**config.mk**
```make
export PLATFORM = sky130hd
export DESIGN_NAME = uart_tx
export DESIGN_NICKNAME = d
export VERILOG_FILES = /design/src/rtl/uart_pkg.sv /design/src/rtl/uart_tx_bit_timer.sv /design/src/rtl/uart_tx.sv
export SDC_FILE = /design/constraint.sdc
export NUM_CORES = 1
export LEC_CHECK = 0
export CAP_MARGIN = 25
export CORE_UTILIZATION = 57
export CTS_CLUSTER_SIZE = 24
export DETAILED_ROUTE_END_ITERATION = 12
export DONT_BUFFER_PORTS = 1
export PLACE_DENSITY = 0.82
export SLEW_MARGIN = 20
export SYNTH_ARGS = -nofsm -noshare
export SYNTH_HDL_FRONTEND = slang
export SYNTH_SLANG_ARGS = --single-unit
```
**constraint.sdc**
```tcl
create_clock -name CLK -period 2.3 [get_ports CLK]
set_input_delay 0.69 -clock CLK [delete_from_list [all_inputs] [get_ports CLK]]
set_output_delay 0.69 -clock CLK [all_outputs]
set_load 0.01 [all_outputs]
```
**src/rtl/uart_pkg.sv**
```systemverilog
// Shared UART definitions: frame states, line levels, default widths,
// supported prescale values and the parity helper used by TX and RX.
package uart_pkg;

  localparam int DATA_WIDTH_DEF     = 8;
  localparam int PRESCALE_WIDTH_DEF = 6;

  localparam logic START_BIT = 1'b0;
  localparam logic STOP_BIT  = 1'b1;

  localparam int PRESCALE_4  = 4;
  localparam int PRESCALE_8  = 8;
  localparam int PRESCALE_16 = 16;
  localparam int PRESCALE_32 = 32;

  typedef enum logic [2:0] {
    IDLE,
    START,
    DATA,
    PARITY,
    STOP
  } tx_state_t;

  // Parity over a zero-extended word; extension bits do not change the result.
  // odd=0 -> even parity (^data), odd=1 -> odd parity (~^data).
  function automatic logic calc_parity(input logic [31:0] data, input logic odd);
    return odd ? ~(^data) : (^data);
  endfunction

endpackage

```
**src/rtl/uart_tx_bit_timer.sv**
```systemverilog
// Per-bit clock counter. Latches the prescale on load and pulses bit_tick
// on the last clock of every bit while the transmitter is running.
module uart_tx_bit_timer
  import uart_pkg::*;
#(
  parameter int PRESCALE_WIDTH = PRESCALE_WIDTH_DEF
) (
  input  logic                      clk,
  input  logic                      rst_n,
  input  logic                      load,
  input  logic                      run,
  input  logic [PRESCALE_WIDTH-1:0] prescale,
  output logic                      bit_tick
);

  logic [PRESCALE_WIDTH-1:0] prescale_q;
  logic [PRESCALE_WIDTH-1:0] cnt_q;
  logic [PRESCALE_WIDTH-1:0] last_cnt;

  // Prescale values of 0 or 1 collapse to one clock per bit.
  always_comb begin
    last_cnt = '0;
    if (prescale_q > PRESCALE_WIDTH'(1)) begin
      last_cnt = prescale_q - PRESCALE_WIDTH'(1);
    end
  end

  assign bit_tick = run && (cnt_q == last_cnt);

  // Counter restarts on every accepted frame and wraps at the end of each bit.
  always_ff @(posedge clk or negedge rst_n) begin
    if (!rst_n) begin
      prescale_q <= '0;
      cnt_q      <= '0;
    end else if (load) begin
      prescale_q <= prescale;
      cnt_q      <= '0;
    end else if (run) begin
      if (bit_tick) begin
        cnt_q <= '0;
      end else begin
        cnt_q <= cnt_q + PRESCALE_WIDTH'(1);
      end
    end
  end

endmodule

```
**src/rtl/uart_tx.sv**
```systemverilog
// UART transmitter: start bit, DATA_WIDTH data bits LSB first, optional
// parity, stop bit. TX_OUT and Busy are driven straight from flops.
// DATA_WIDTH must not exceed 32 (parity helper width).
module uart_tx
  import uart_pkg::*;
#(
  parameter int DATA_WIDTH     = DATA_WIDTH_DEF,
  parameter int PRESCALE_WIDTH = PRESCALE_WIDTH_DEF
) (
  input  logic                      CLK,
  input  logic                      RST,
  input  logic [DATA_WIDTH-1:0]     P_DATA,
  input  logic                      DATA_VALID,
  input  logic                      Parity_en,
  input  logic                      Parity_type,
  input  logic [PRESCALE_WIDTH-1:0] Prescale,
  output logic                      TX_OUT,
  output logic                      Busy
);

  localparam int BIT_CNT_W = (DATA_WIDTH > 1) ? $clog2(DATA_WIDTH) : 1;
  localparam logic [BIT_CNT_W-1:0] LAST_BIT = BIT_CNT_W'(DATA_WIDTH - 1);

  tx_state_t             state;
  logic [DATA_WIDTH-1:0] shift_q;
  logic [BIT_CNT_W-1:0]  bit_cnt;
  logic                  par_en_q;
  logic                  par_bit_q;
  logic                  accept;
  logic                  bit_tick;

  assign accept = (state == IDLE) && DATA_VALID;

  uart_tx_bit_timer #(
    .PRESCALE_WIDTH(PRESCALE_WIDTH)
  ) u_bit_timer (
    .clk     (CLK),
    .rst_n   (RST),
    .load    (accept),
    .run     (Busy),
    .prescale(Prescale),
    .bit_tick(bit_tick)
  );

  // Frame sequencer; the line level for the next bit is registered on the
  // same edge that enters the bit, so TX_OUT never passes through logic.
  always_ff @(posedge CLK or negedge RST) begin
    if (!RST) begin
      state     <= IDLE;
      shift_q   <= '0;
      bit_cnt   <= '0;
      par_en_q  <= 1'b0;
      par_bit_q <= 1'b0;
      TX_OUT    <= STOP_BIT;
      Busy      <= 1'b0;
    end else begin
      unique case (state)
        IDLE: begin
          TX_OUT <= STOP_BIT;
          if (DATA_VALID) begin
            shift_q   <= P_DATA;
            par_en_q  <= Parity_en;
            par_bit_q <= calc_parity(32'(P_DATA), Parity_type);
            bit_cnt   <= '0;
            TX_OUT    <= START_BIT;
            Busy      <= 1'b1;
            state     <= START;
          end
        end
        START: begin
          if (bit_tick) begin
            TX_OUT  <= shift_q[0];
            shift_q <= shift_q >> 1;
            state   <= DATA;
          end
        end
        DATA: begin
          if (bit_tick) begin
            if (bit_cnt == LAST_BIT) begin
              bit_cnt <= '0;
              if (par_en_q) begin
                TX_OUT <= par_bit_q;
                state  <= PARITY;
              end else begin
                TX_OUT <= STOP_BIT;
                state  <= STOP;
              end
            end else begin
              TX_OUT  <= shift_q[0];
              shift_q <= shift_q >> 1;
              bit_cnt <= bit_cnt + BIT_CNT_W'(1);
            end
          end
        end
        PARITY: begin
          if (bit_tick) begin
            TX_OUT <= STOP_BIT;
            state  <= STOP;
          end
        end
        STOP: begin
          if (bit_tick) begin
            TX_OUT <= STOP_BIT;
            Busy   <= 1'b0;
            state  <= IDLE;
          end
        end
        default: begin
          TX_OUT <= STOP_BIT;
          Busy   <= 1'b0;
          state  <= IDLE;
        end
      endcase
    end
  end

endmodule

```
==> impl_metrics.toml <==
[run_status]
outcome = "finished with violations"
failed_checks = "setup timing"

[place]
place_congestion = 0.880
dpl.hpwl_um = 3050
place_ws_ns = -0.227
io_buffers = 0

[power_and_ir_drop]
seqPwrFrac_pct = 61.2
intPower_uw = 660
power_frac_clock_pct = 35.7
p_leak_uw = 0.000988
p_comb_share_pct = 3.1
peakVddDrop_mv = 0.312
p_sw_uw = 201
p_per_area_mw_per_mm2 = 383
switching_share_pct = 23.4

[critical_path]
critPathArrivalTime_ns = 2.68
endpoint_kind = "flip-flop"
critPathLaunchType = "flip-flop"
required_ns = 2.52
ff2ff_path_depth = 7
worstPathMaxFanout = 7
crit_type = "reg2reg"

[sta]
relSlewSlack_pct = 70.2
fin_skew_ns = 0.0206
clock.fmax_ghz = 0.407
hold_viol = 0
period_share_pct = 107
finalCriticalPeriod_ns = 2.46
hold_slack_ns = 0.0237
worst_pin_slew_ns = 0.444
drv_slew = 0
setup_slack_ns = -0.158
rsz0062_at_grt = "true"
setup-violations-final = 22

[routing]
firstDrtPassIters = 4
via_per_inst = 6.14
drt_iter0_drc = 77
wl_per_cell_um = 16.1
routed_wl_um = 4480
antenna_left = 0
drc = 0
vias = 1707

[layout]
layout.nets = 257
diodes = 0
regArea_um2 = 752
drive_gt1_share_pct = 22.6
multi_input_area_mm2 = 0.00117
syn2layout_area_growth_pct = 19.9
nFillCells = 222

[clocking]
clockBufferDepth = 2
clock-root-buffer = "clkbuf_4"
cts_buffers = 5
clkLatencyLatePin_ns = 0.34
cts_tree = "built"
clk_pin_slew_ns = 0.11
htreeDepth = 2
cts_sinks = 30

[synthesis]
yosysWarnings = 0
ys_seq_area_share_pct = 40.0
synth.area.mux_share_pct = 1.13
synth_cell_types = 50
synth_area_mm2 = 0.00188
synth_top_flop_cell = "dfrtp_1"
synthTopCellsByArea = "dfrtp_1, nor2_1, nand2_1"
yosysTopAreaCell = "dfrtp_1"
syn_nets = 236
synth_common_cells = "dfrtp_1, nor2_1, nand2_1"
yosys.cell_count.top_type = "dfrtp_1"
yosys.area.top_type_share_pct = 38.6
avgSynthCellArea_um2 = 8.86
synthAdderAreaFrac_pct = 3.33
postSynth.asyncResetShare_pct = 100
ys_ff_latch = 30
synth_compound_area_share_pct = 21.5
synth_top_family_by_area = "simple AND/OR/NAND/NOR gates"
synth-edff-count = 0
synthCells = 212
synthXorXnorAreaFrac_pct = 5.13
synth_simple_gate_area_share_pct = 24.0

[global_routing]
track_usage_pct = 27.6
antenna_found_initial = 0
grt_pass1_wl_um = 7200
globalRouteOverflowTotal = 0
grt_max_degree = 31
grt_pass1_vias = 1649

[floorplanning]
design.core.area_mm2 = 0.00308
die_h_um = 59.4
start_util_pct = 61.0
die_w_um = 59.4
die_area_mm2 = 0.00353
rows = 20
ios = 21

[run]
cap_violations = 0

[hold_path]
hp-class = "in2async"
per-stage QoR:
step	setup TNS (ns)	power, uW	util [%]	area (um^2)	instances
3_5_place_dp	-3.56	565	66.6	2050	267
5_1_grt	-3.80	894	73.2	2250	278
4_1_cts	-4.33	867	70.9	2180	279
6_report	-2.39	862	73.2	2250	278
2_1_floorplan	-1.38	562	-	1890	212
3_3_place_gp	-2.56	565	66.6	2050	267
power by group through the flow:
stage                     logic, uW  clock network [uW]  registers (uW)
after floorplan                24.8                   0             538
after global placement         27.1                   0             538
after detailed placement       26.9                   0             538
after CTS                      27.1                 313             527
after global routing           30.3                 336             527
final                          26.9                 307             527
layer usage:
metal	wire length (um)	track usage, %	vias to the layer above
li1	-	-	809
met3	208	6.99	10
met5	0	0	-
met2	2360	48.0	46
met1	1820	31.9	842
met4	91	11.9	0
what timing repair did:
item | CTS | global route
cloned | 0 | 0
hold buffers | 0 | 0
pin swaps | 15 | 10
setup endpoints to repair | 22 | 22
buffers inserted | 4 | 0
gates resized for setup | 11 | 15
state kept, by name, indices dropped and copies added, names as in the netlist:
| name | flops |
|---|---|
| Busy | 1 |
| state | 3 |
| TX_OUT | 1 |
| u_bit_timer.cnt_q | 6 |
| par_bit_q | 1 |
| par_en_q | 1 |
| bit_cnt | 3 |
| u_bit_timer.prescale_q | 6 |
| shift_q | 8 |
worst max-delay path, stage by stage, from the launching register on:
cell and delay (ns):
dfrtp_1 0.39, or4_4 0.57, or3_4 0.36, a311oi_4 0.27
and4_4 0.35, buf_8 0.15, a21oi_1 0.06, o22a_1 0.17
placed cells by master, fill, tap and decap left out, drive strengths merged, types with 2 or more instances in the layout:
cell type / n
a2111oi: 2
a21o: 2
a21oi: 13
a22o: 2
a311oi: 2
a31o: 2
a31oi: 2
and3: 5
and4: 2
buf: 24
clkbuf: 6
clkinv: 2
dfrtp: 29
ha: 5
inv: 8
nand2: 23
nand3: 8
nand4: 3
nor2: 26
nor3: 5
nor3b: 4
nor4: 3
o21ai: 16
o22a: 7
o22ai: 2
or3: 3
or4: 2
xnor2: 7
xor2: 4
cell families (layout without fill, tap and decap cells):
logic type,count (synthesis),in the layout
AND/OR/NAND/NOR,89,89
AO/OA/AOI/OAI,57,57
flip-flops,30,30
buffers and inverters,18,40
XOR/XNOR,11,11
adder cells (fa/ha/maj),5,5
multiplexers,2,2
area by class of cell:
| type | instances | share of cell area, % |
|---|---|---|
| multi-input cells | 164 | 51.9 |
| flip-flops and latches | 30 | 33.4 |
| repair buffers | 24 | 8.67 |
| well taps | 44 | 2.44 |
| clock buffers | 6 | 1.83 |
| inverters | 8 | 1.33 |
| clock inverters | 2 | 0.444 |
path summary, 6_finish.rpt:
path,from,endpoint,slack (ns)
max in group asynchronous,RST,TX_OUT,2.09
min,RST,u_bit_timer.prescale_q[1],0.02
min reg2reg,shift_q[3],shift_q[3],0.51
min in group CLK,Prescale[2],u_bit_timer.prescale_q[2],0.45
max reg2reg,u_bit_timer.prescale_q[4],shift_q[5],-0.16
max,u_bit_timer.prescale_q[4],shift_q[5],-0.16
Power figures use the tool's default switching activity.
